**src/rtl/ex_stage_if.sv**
```systemverilog
// ID/EX-side operands and control into the execute stage, EX/MEM pipeline register out.
// slave is the execute stage's view; master is the driver/observer side.
interface ex_stage_if #(
    parameter int XLEN = 32
);
    logic [XLEN-1:0] alu_input1_in;
    logic [XLEN-1:0] alu_input2_in;
    logic [XLEN-1:0] data_memory_store_in;
    logic [2:0]      alu_control_in;
    logic            reg_write_in;
    logic [4:0]      rd_address_in;
    logic            data_mem_write_in;
    logic [1:0]      alu_or_load_or_pc_plus_four_in;
    logic [XLEN-1:0] pc_plus_four_in;

    logic [XLEN-1:0] alu_result_out;
    logic [XLEN-1:0] data_memory_store_out;
    logic            reg_write_out;
    logic [4:0]      rd_address_out;
    logic            data_mem_write_out;
    logic [1:0]      alu_or_load_or_pc_plus_four_out;
    logic [XLEN-1:0] pc_plus_four_out;

    modport slave (
        input  alu_input1_in, alu_input2_in, data_memory_store_in, alu_control_in,
               reg_write_in, rd_address_in, data_mem_write_in,
               alu_or_load_or_pc_plus_four_in, pc_plus_four_in,
        output alu_result_out, data_memory_store_out, reg_write_out, rd_address_out,
               data_mem_write_out, alu_or_load_or_pc_plus_four_out, pc_plus_four_out
    );

    modport master (
        output alu_input1_in, alu_input2_in, data_memory_store_in, alu_control_in,
               reg_write_in, rd_address_in, data_mem_write_in,
               alu_or_load_or_pc_plus_four_in, pc_plus_four_in,
        input  alu_result_out, data_memory_store_out, reg_write_out, rd_address_out,
               data_mem_write_out, alu_or_load_or_pc_plus_four_out, pc_plus_four_out
    );
endinterface

```
**src/rtl/ex_stage.sv**
```systemverilog
// Execute stage: single-cycle ALU ops plus an iterative shift-add multiplier (1 bit/cycle)
// that stalls upstream and feeds bubbles into EX/MEM until the product is ready.
module ex_stage #(
    parameter int XLEN    = 32,
    parameter int SHAMT_W = 5
) (
    input  logic        clk,
    input  logic        reset,
    input  logic        flush,
    output logic        stall_out,
    ex_stage_if.slave   bus
);
    localparam logic [0:0] IDLE = 1'b0;
    localparam logic [0:0] BUSY = 1'b1;

    localparam logic [2:0] OP_ADD = 3'b000;
    localparam logic [2:0] OP_SUB = 3'b001;
    localparam logic [2:0] OP_AND = 3'b010;
    localparam logic [2:0] OP_OR  = 3'b011;
    localparam logic [2:0] OP_XOR = 3'b100;
    localparam logic [2:0] OP_SLT = 3'b101;
    localparam logic [2:0] OP_SLL = 3'b110;
    localparam logic [2:0] OP_MUL = 3'b111;

    localparam logic [SHAMT_W-1:0] LAST = SHAMT_W'(XLEN - 1);

    logic [0:0]         state;
    logic [SHAMT_W-1:0] count;
    logic [XLEN-1:0]    acc;
    logic [XLEN-1:0]    mcand;
    logic [XLEN-1:0]    mplier;

    // Fields of the multiply instruction, held while ID_EX is frozen
    logic [XLEN-1:0]    l_store;
    logic               l_reg_write;
    logic [4:0]         l_rd;
    logic               l_mem_write;
    logic [1:0]         l_wb_sel;
    logic [XLEN-1:0]    l_pc4;

    logic [XLEN-1:0]    alu_result;
    logic [XLEN-1:0]    next_acc;
    logic               last;
    logic               is_mul;

    assign is_mul   = (bus.alu_control_in == OP_MUL);
    assign last     = (count == LAST);
    assign next_acc = acc + (mplier[0] ? mcand : '0);

    assign stall_out = !flush && (((state == IDLE) && is_mul) || ((state == BUSY) && !last));

    always_comb begin
        alu_result = '0;
        unique case (bus.alu_control_in)
            OP_ADD: alu_result = bus.alu_input1_in + bus.alu_input2_in;
            OP_SUB: alu_result = bus.alu_input1_in - bus.alu_input2_in;
            OP_AND: alu_result = bus.alu_input1_in & bus.alu_input2_in;
            OP_OR:  alu_result = bus.alu_input1_in | bus.alu_input2_in;
            OP_XOR: alu_result = bus.alu_input1_in ^ bus.alu_input2_in;
            OP_SLT: alu_result = {{(XLEN-1){1'b0}},
                                  ($signed(bus.alu_input1_in) < $signed(bus.alu_input2_in))};
            OP_SLL: alu_result = bus.alu_input1_in << bus.alu_input2_in[SHAMT_W-1:0];
            OP_MUL: alu_result = '0;
            default: alu_result = '0;
        endcase
    end

    always_ff @(posedge clk) begin
        if (reset) begin
            state                               <= IDLE;
            count                               <= '0;
            acc                                 <= '0;
            mcand                               <= '0;
            mplier                              <= '0;
            l_store                             <= '0;
            l_reg_write                         <= 1'b0;
            l_rd                                <= '0;
            l_mem_write                         <= 1'b0;
            l_wb_sel                            <= '0;
            l_pc4                               <= '0;
            bus.alu_result_out                  <= '0;
            bus.data_memory_store_out           <= '0;
            bus.reg_write_out                   <= 1'b0;
            bus.rd_address_out                  <= '0;
            bus.data_mem_write_out              <= 1'b0;
            bus.alu_or_load_or_pc_plus_four_out <= '0;
            bus.pc_plus_four_out                <= '0;
        end else begin
            // Bubble by default; the branches below override when a real result retires
            bus.alu_result_out                  <= '0;
            bus.data_memory_store_out           <= '0;
            bus.reg_write_out                   <= 1'b0;
            bus.rd_address_out                  <= '0;
            bus.data_mem_write_out              <= 1'b0;
            bus.alu_or_load_or_pc_plus_four_out <= '0;
            bus.pc_plus_four_out                <= '0;

            if (flush) begin
                state <= IDLE;
                count <= '0;
            end else if (state == IDLE) begin
                if (is_mul) begin
                    mcand       <= bus.alu_input1_in;
                    mplier      <= bus.alu_input2_in;
                    acc         <= '0;
                    count       <= '0;
                    l_store     <= bus.data_memory_store_in;
                    l_reg_write <= bus.reg_write_in;
                    l_rd        <= bus.rd_address_in;
                    l_mem_write <= bus.data_mem_write_in;
                    l_wb_sel    <= bus.alu_or_load_or_pc_plus_four_in;
                    l_pc4       <= bus.pc_plus_four_in;
                    state       <= BUSY;
                end else begin
                    bus.alu_result_out                  <= alu_result;
                    bus.data_memory_store_out           <= bus.data_memory_store_in;
                    bus.reg_write_out                   <= bus.reg_write_in;
                    bus.rd_address_out                  <= bus.rd_address_in;
                    bus.data_mem_write_out              <= bus.data_mem_write_in;
                    bus.alu_or_load_or_pc_plus_four_out <= bus.alu_or_load_or_pc_plus_four_in;
                    bus.pc_plus_four_out                <= bus.pc_plus_four_in;
                end
            end else begin
                acc    <= next_acc;
                mcand  <= mcand << 1;
                mplier <= mplier >> 1;
                count  <= count + SHAMT_W'(1);
                if (last) begin
                    bus.alu_result_out                  <= next_acc;
                    bus.data_memory_store_out           <= l_store;
                    bus.reg_write_out                   <= l_reg_write;
                    bus.rd_address_out                  <= l_rd;
                    bus.data_mem_write_out              <= l_mem_write;
                    bus.alu_or_load_or_pc_plus_four_out <= l_wb_sel;
                    bus.pc_plus_four_out                <= l_pc4;
                    count                               <= '0;
                    state                               <= IDLE;
                end
            end
        end
    end
endmodule

```
**src/flat_wrapper.sv**
```systemverilog
// flat-port wrapper written by rule: the top's interface ports become plain ports
module ex_stage_flat 
#(
    parameter int XLEN    = 32,
    parameter int SHAMT_W = 5
)
  (clk, reset, flush, stall_out, bus_alu_input1_in, bus_alu_input2_in, bus_data_memory_store_in, bus_alu_control_in, bus_reg_write_in, bus_rd_address_in, bus_data_mem_write_in, bus_alu_or_load_or_pc_plus_four_in, bus_pc_plus_four_in, bus_alu_result_out, bus_data_memory_store_out, bus_reg_write_out, bus_rd_address_out, bus_data_mem_write_out, bus_alu_or_load_or_pc_plus_four_out, bus_pc_plus_four_out);
  ex_stage_if #(.XLEN(XLEN)) bus_i ();
  input  logic clk;
  input  logic reset;
  input  logic flush;
  output logic stall_out;
  input wire logic [$bits(bus_i.alu_input1_in)-1:0] bus_alu_input1_in;
  input wire logic [$bits(bus_i.alu_input2_in)-1:0] bus_alu_input2_in;
  input wire logic [$bits(bus_i.data_memory_store_in)-1:0] bus_data_memory_store_in;
  input wire logic [$bits(bus_i.alu_control_in)-1:0] bus_alu_control_in;
  input wire logic [$bits(bus_i.reg_write_in)-1:0] bus_reg_write_in;
  input wire logic [$bits(bus_i.rd_address_in)-1:0] bus_rd_address_in;
  input wire logic [$bits(bus_i.data_mem_write_in)-1:0] bus_data_mem_write_in;
  input wire logic [$bits(bus_i.alu_or_load_or_pc_plus_four_in)-1:0] bus_alu_or_load_or_pc_plus_four_in;
  input wire logic [$bits(bus_i.pc_plus_four_in)-1:0] bus_pc_plus_four_in;
  output wire logic [$bits(bus_i.alu_result_out)-1:0] bus_alu_result_out;
  output wire logic [$bits(bus_i.data_memory_store_out)-1:0] bus_data_memory_store_out;
  output wire logic [$bits(bus_i.reg_write_out)-1:0] bus_reg_write_out;
  output wire logic [$bits(bus_i.rd_address_out)-1:0] bus_rd_address_out;
  output wire logic [$bits(bus_i.data_mem_write_out)-1:0] bus_data_mem_write_out;
  output wire logic [$bits(bus_i.alu_or_load_or_pc_plus_four_out)-1:0] bus_alu_or_load_or_pc_plus_four_out;
  output wire logic [$bits(bus_i.pc_plus_four_out)-1:0] bus_pc_plus_four_out;
  assign bus_i.alu_input1_in = bus_alu_input1_in;
  assign bus_i.alu_input2_in = bus_alu_input2_in;
  assign bus_i.data_memory_store_in = bus_data_memory_store_in;
  assign bus_i.alu_control_in = bus_alu_control_in;
  assign bus_i.reg_write_in = bus_reg_write_in;
  assign bus_i.rd_address_in = bus_rd_address_in;
  assign bus_i.data_mem_write_in = bus_data_mem_write_in;
  assign bus_i.alu_or_load_or_pc_plus_four_in = bus_alu_or_load_or_pc_plus_four_in;
  assign bus_i.pc_plus_four_in = bus_pc_plus_four_in;
  assign bus_alu_result_out = bus_i.alu_result_out;
  assign bus_data_memory_store_out = bus_i.data_memory_store_out;
  assign bus_reg_write_out = bus_i.reg_write_out;
  assign bus_rd_address_out = bus_i.rd_address_out;
  assign bus_data_mem_write_out = bus_i.data_mem_write_out;
  assign bus_alu_or_load_or_pc_plus_four_out = bus_i.alu_or_load_or_pc_plus_four_out;
  assign bus_pc_plus_four_out = bus_i.pc_plus_four_out;
  ex_stage #(.XLEN(XLEN), .SHAMT_W(SHAMT_W)) u_core (.clk(clk), .reset(reset), .flush(flush), .stall_out(stall_out), .bus(bus_i));
endmodule
```
**config.mk**
```make
export PLATFORM = sky130hd
export DESIGN_NAME = ex_stage_flat
export DESIGN_NICKNAME = d
export VERILOG_FILES = /design/src/rtl/ex_stage_if.sv /design/src/rtl/ex_stage.sv /design/src/flat_wrapper.sv
export SDC_FILE = /design/constraint.sdc
export NUM_CORES = 1
export LEC_CHECK = 0
export CAP_MARGIN = 20
export CORE_ASPECT_RATIO = 1.2
export CORE_MARGIN = 1
export CORE_UTILIZATION = 53
export DETAILED_ROUTE_END_ITERATION = 7
export PLACE_DENSITY_LB_ADDON = 0.15
export RECOVER_POWER = 50
export SYNTH_ARGS = -nofsm -noshare
export SYNTH_HDL_FRONTEND = slang
export SYNTH_SLANG_ARGS = --single-unit
```
**constraint.sdc**
```tcl
create_clock -name clk -period 4.3 [get_ports clk]
set_input_delay 0.645 -clock clk [delete_from_list [all_inputs] [get_ports clk]]
set_output_delay 0.645 -clock clk [all_outputs]
set_load 0.05 [all_outputs]
```
==> flow_summary.toml <==
[timing]
setup_viol = 0
tns_ps = 0
worstMarginPinSlew_ps = 1490
fmax_mhz = 249
slew_headroom = 0.00714
min_period_ps = 4020
rsz0062_at_grt = "no"
hold_viol = 0
slew_violations = 0
skew_ps = 14.3
finalCritPeriodShare = 0.935

[layout]
syn_to_final_growth_pct = 23.1
finish.net_count = 2906
regArea_sq_um = 5610
drive_gt1_frac = 0.0925
final_cells = 3113
fillers = 2995
multi_input_area_sq_um = 12000

[power]
irDropWorstVdd_uv = 299
power.total_uw = 7250
p_clk_frac = 0.369
powerDensity_nw_per_um2 = 313
p_switching_uw = 2300
p_seq_frac = 0.376
leakage_uw = 0.00960
intPower_uw = 4950
pwr-share-comb = 0.255
swShare = 0.317

[grt]
grt_max_degree = 87
grtUsageTotal = 0.388
grt_pass1_vias = 18800
antenna_found_initial = 1
grt_pass1_wl_mm = 109
overflow = 0

[worst_setup_path]
worst_ep_required_time_ps = 4830
rr_worst_depth = 12
start_kind = "primary input"
worstPathMaxFanout = 21
cp-end-kind = "flop"
crit_type = "in -> reg"
arrival_ps = 4550

[clock_tree]
ctsHoldBuffers = 0
htree_num_levels = 1
cts_tree = "done"
cts_resized = 0
cts_buffer_depth = 3
clkLatencyLatePin_ps = 580
clkSlewWorstSetupHoldPaths_ps = 70
numCtsBuffers = 29
cts_sinks = 280
clockRootBuffer = "clkbuf_16"
post_cts_buffers = 0

[placed_design]
dp_cells = 3061
port_buffers = 248
gp_congestion = 1.06
dp_hpwl_mm = 53.5

[routing]
drt-total-wl_mm = 71.7
final_antenna_net_count = 0
num_vias = 19500
drc_errors = 0
firstDrtPassIters = 6
wl_per_cell_um = 23.0
viasPerCell = 6.25
drt-initial-drc-count = 2018

[synth]
ys_ff_latch = 280
syn_inst = 2389
yosys_most_used_dff = "dfxtp_1"
yosysMostFrequentCell = "nand2_1"
yosys.area.top_type = "dfxtp_1"
synth.top_cells.by_area = "dfxtp_1 (30%), ha_1 (8.7%), a21oi_1 (6.5%)"
synth_nets = 2665
synth_edf_count = 0
synthArstFlopShare = 0
synth_cell_types = 90
yosys_warnings = 0
postSynthAreaPerCell_sq_um = 7.86
syn_area_sq_um = 18800
synthDominantCellAreaShare = 0.298
synth_seq_area_share = 0.298
synth_common_cells = "nand2_1 (289), dfxtp_1 (280), nor2_1 (274)"

[floorplanning]
ios = 249
dieArea_sq_um = 36200
row_count = 75
die_x_um = 174
die_y_um = 208
start_util = 0.538
coreArea_sq_um = 34900

[outcome]
status = "finished, final reports clean"

[worst_hold_path]
hp-class = "in -> reg"
min_path_cells = 2

[flow_run]
drv_cap = 0
power by group through the flow:
stage	Sequential, uW	Clock, uW	Combinational, uW
floorplan	2930	0	953
detailed placement	2780	0	1810
global placement	2780	0	1810
finish	2730	2670	1850
CTS	2730	2700	1830
global route	2730	2810	1960
worst paths after layout:
path / startpoint / endpoint / slack, ps
worst min-delay path: reset / u_core.l_store[12]$_SDFFE_PP0P_ / 400
worst max-delay path: bus_alu_control_in[1] / u_core.bus.alu_result_out[27]$_SDFF_PP0_ / 280
worst min register to register: u_core.l_pc4[5]$_SDFFE_PP0P_ / u_core.l_pc4[5]$_SDFFE_PP0P_ / 450
worst max register to register: u_core.mplier[0]$_SDFFE_PP0P_ / u_core.acc[24]$_SDFFE_PP0P_ / 380
stage by stage:
| step | hold WS (ps) | cell area [sq um] | utilization | setup WS, ps |
|---|---|---|---|---|
| floorplan | 414 | 18800 | - | 408 |
| global placement | 429 | 22200 | 0.635 | 131 |
| detailed placement | 447 | 22200 | 0.635 | 144 |
| CTS | 381 | 23200 | 0.664 | 409 |
| global route | 401 | 23100 | 0.662 | 198 |
| finish | 401 | 23100 | 0.662 | 278 |
critical path: stages:
cell and delay (ps):
dlygate4sd3_1 720, clkbuf_1 370, a31oi_1 660, clkbuf_1 1050, nand2_2 500, a311oi_1 390, a32o_1 200
cells by family (layout without fill, tap and decap cells):
family	after synthesis	in the layout	share of synthesized area
flops	280	280	0.298
buf+inv	285	546	0.0650
fa+ha+maj	133	133	0.0898
simple gates	758	758	0.175
compound gates	757	757	0.268
xor+xnor	63	63	0.0294
mux	113	113	0.0738
other cells	0	1	0
registers in the layout, indices dropped and copies added, names as in the netlist:
name,cells
u_core.bus.alu_or_load_or_pc_plus_four_out,2
u_core.acc,32
u_core.bus.data_memory_store_out,32
u_core.bus.data_mem_write_out,1
u_core.state,1
u_core.l_pc4,32
u_core.mcand,32
u_core.l_wb_sel,2
u_core.l_rd,5
u_core.l_store,32
u_core.mplier,32
u_core.l_mem_write,1
u_core.bus.reg_write_out,1
u_core.bus.pc_plus_four_out,32
u_core.bus.rd_address_out,5
u_core.bus.alu_result_out,32
u_core.count,5
u_core.l_reg_write,1
placed cells by master, fill, tap and decap left out, types with 18 or more instances in the layout:
| cell type | synthesis | final |
|---|---|---|
| inv_1 | 97 | 97 |
| mux2i_1 | 89 | 89 |
| a211oi_1 | 92 | 92 |
| nand3_1 | 42 | 42 |
| a21oi_1 | 245 | 245 |
| a21o_1 | 27 | 27 |
| buf_4 | 1 | 133 |
| nor3_1 | 27 | 26 |
| nor2_1 | 274 | 274 |
| o21ai_0 | 67 | 67 |
| mux4_2 | 20 | 20 |
| o21bai_1 | 21 | 21 |
| clkdlybuf4s50_1 | 0 | 138 |
| a22oi_1 | 111 | 111 |
| nand2_1 | 289 | 289 |
| dfxtp_1 | 280 | 279 |
| dlygate4sd3_1 | 0 | 106 |
| a31oi_1 | 22 | 23 |
| and2_1 | 40 | 39 |
| clkbuf_16 | 0 | 29 |
| ha_1 | 130 | 130 |
| xnor2_1 | 49 | 49 |
| nor2b_1 | 18 | 18 |
cell type report:
| type | instances | share of cell area |
|---|---|---|
| multi-input combinational | 1824 | 0.517 |
| sequential | 280 | 0.243 |
| timing repair buffer | 389 | 0.154 |
| clock buffer | 40 | 0.0366 |
| tap | 462 | 0.0250 |
| inverter | 106 | 0.0172 |
| clock inverter | 11 | 0.00660 |
| antenna | 1 | 0.000108 |
layer usage:
layer / vias to the layer above / global-route usage / part of all wire
met5: - / 0 / 0
met1: 9069 / 0.444 / 0.37
met2: 1042 / 0.628 / 0.45
met3: 308 / 0.0548 / 0.071
met4: 0 / 0.355 / 0.11
li1: 9031 / - / -
Note: power is estimated with default switching activity, not from simulation.
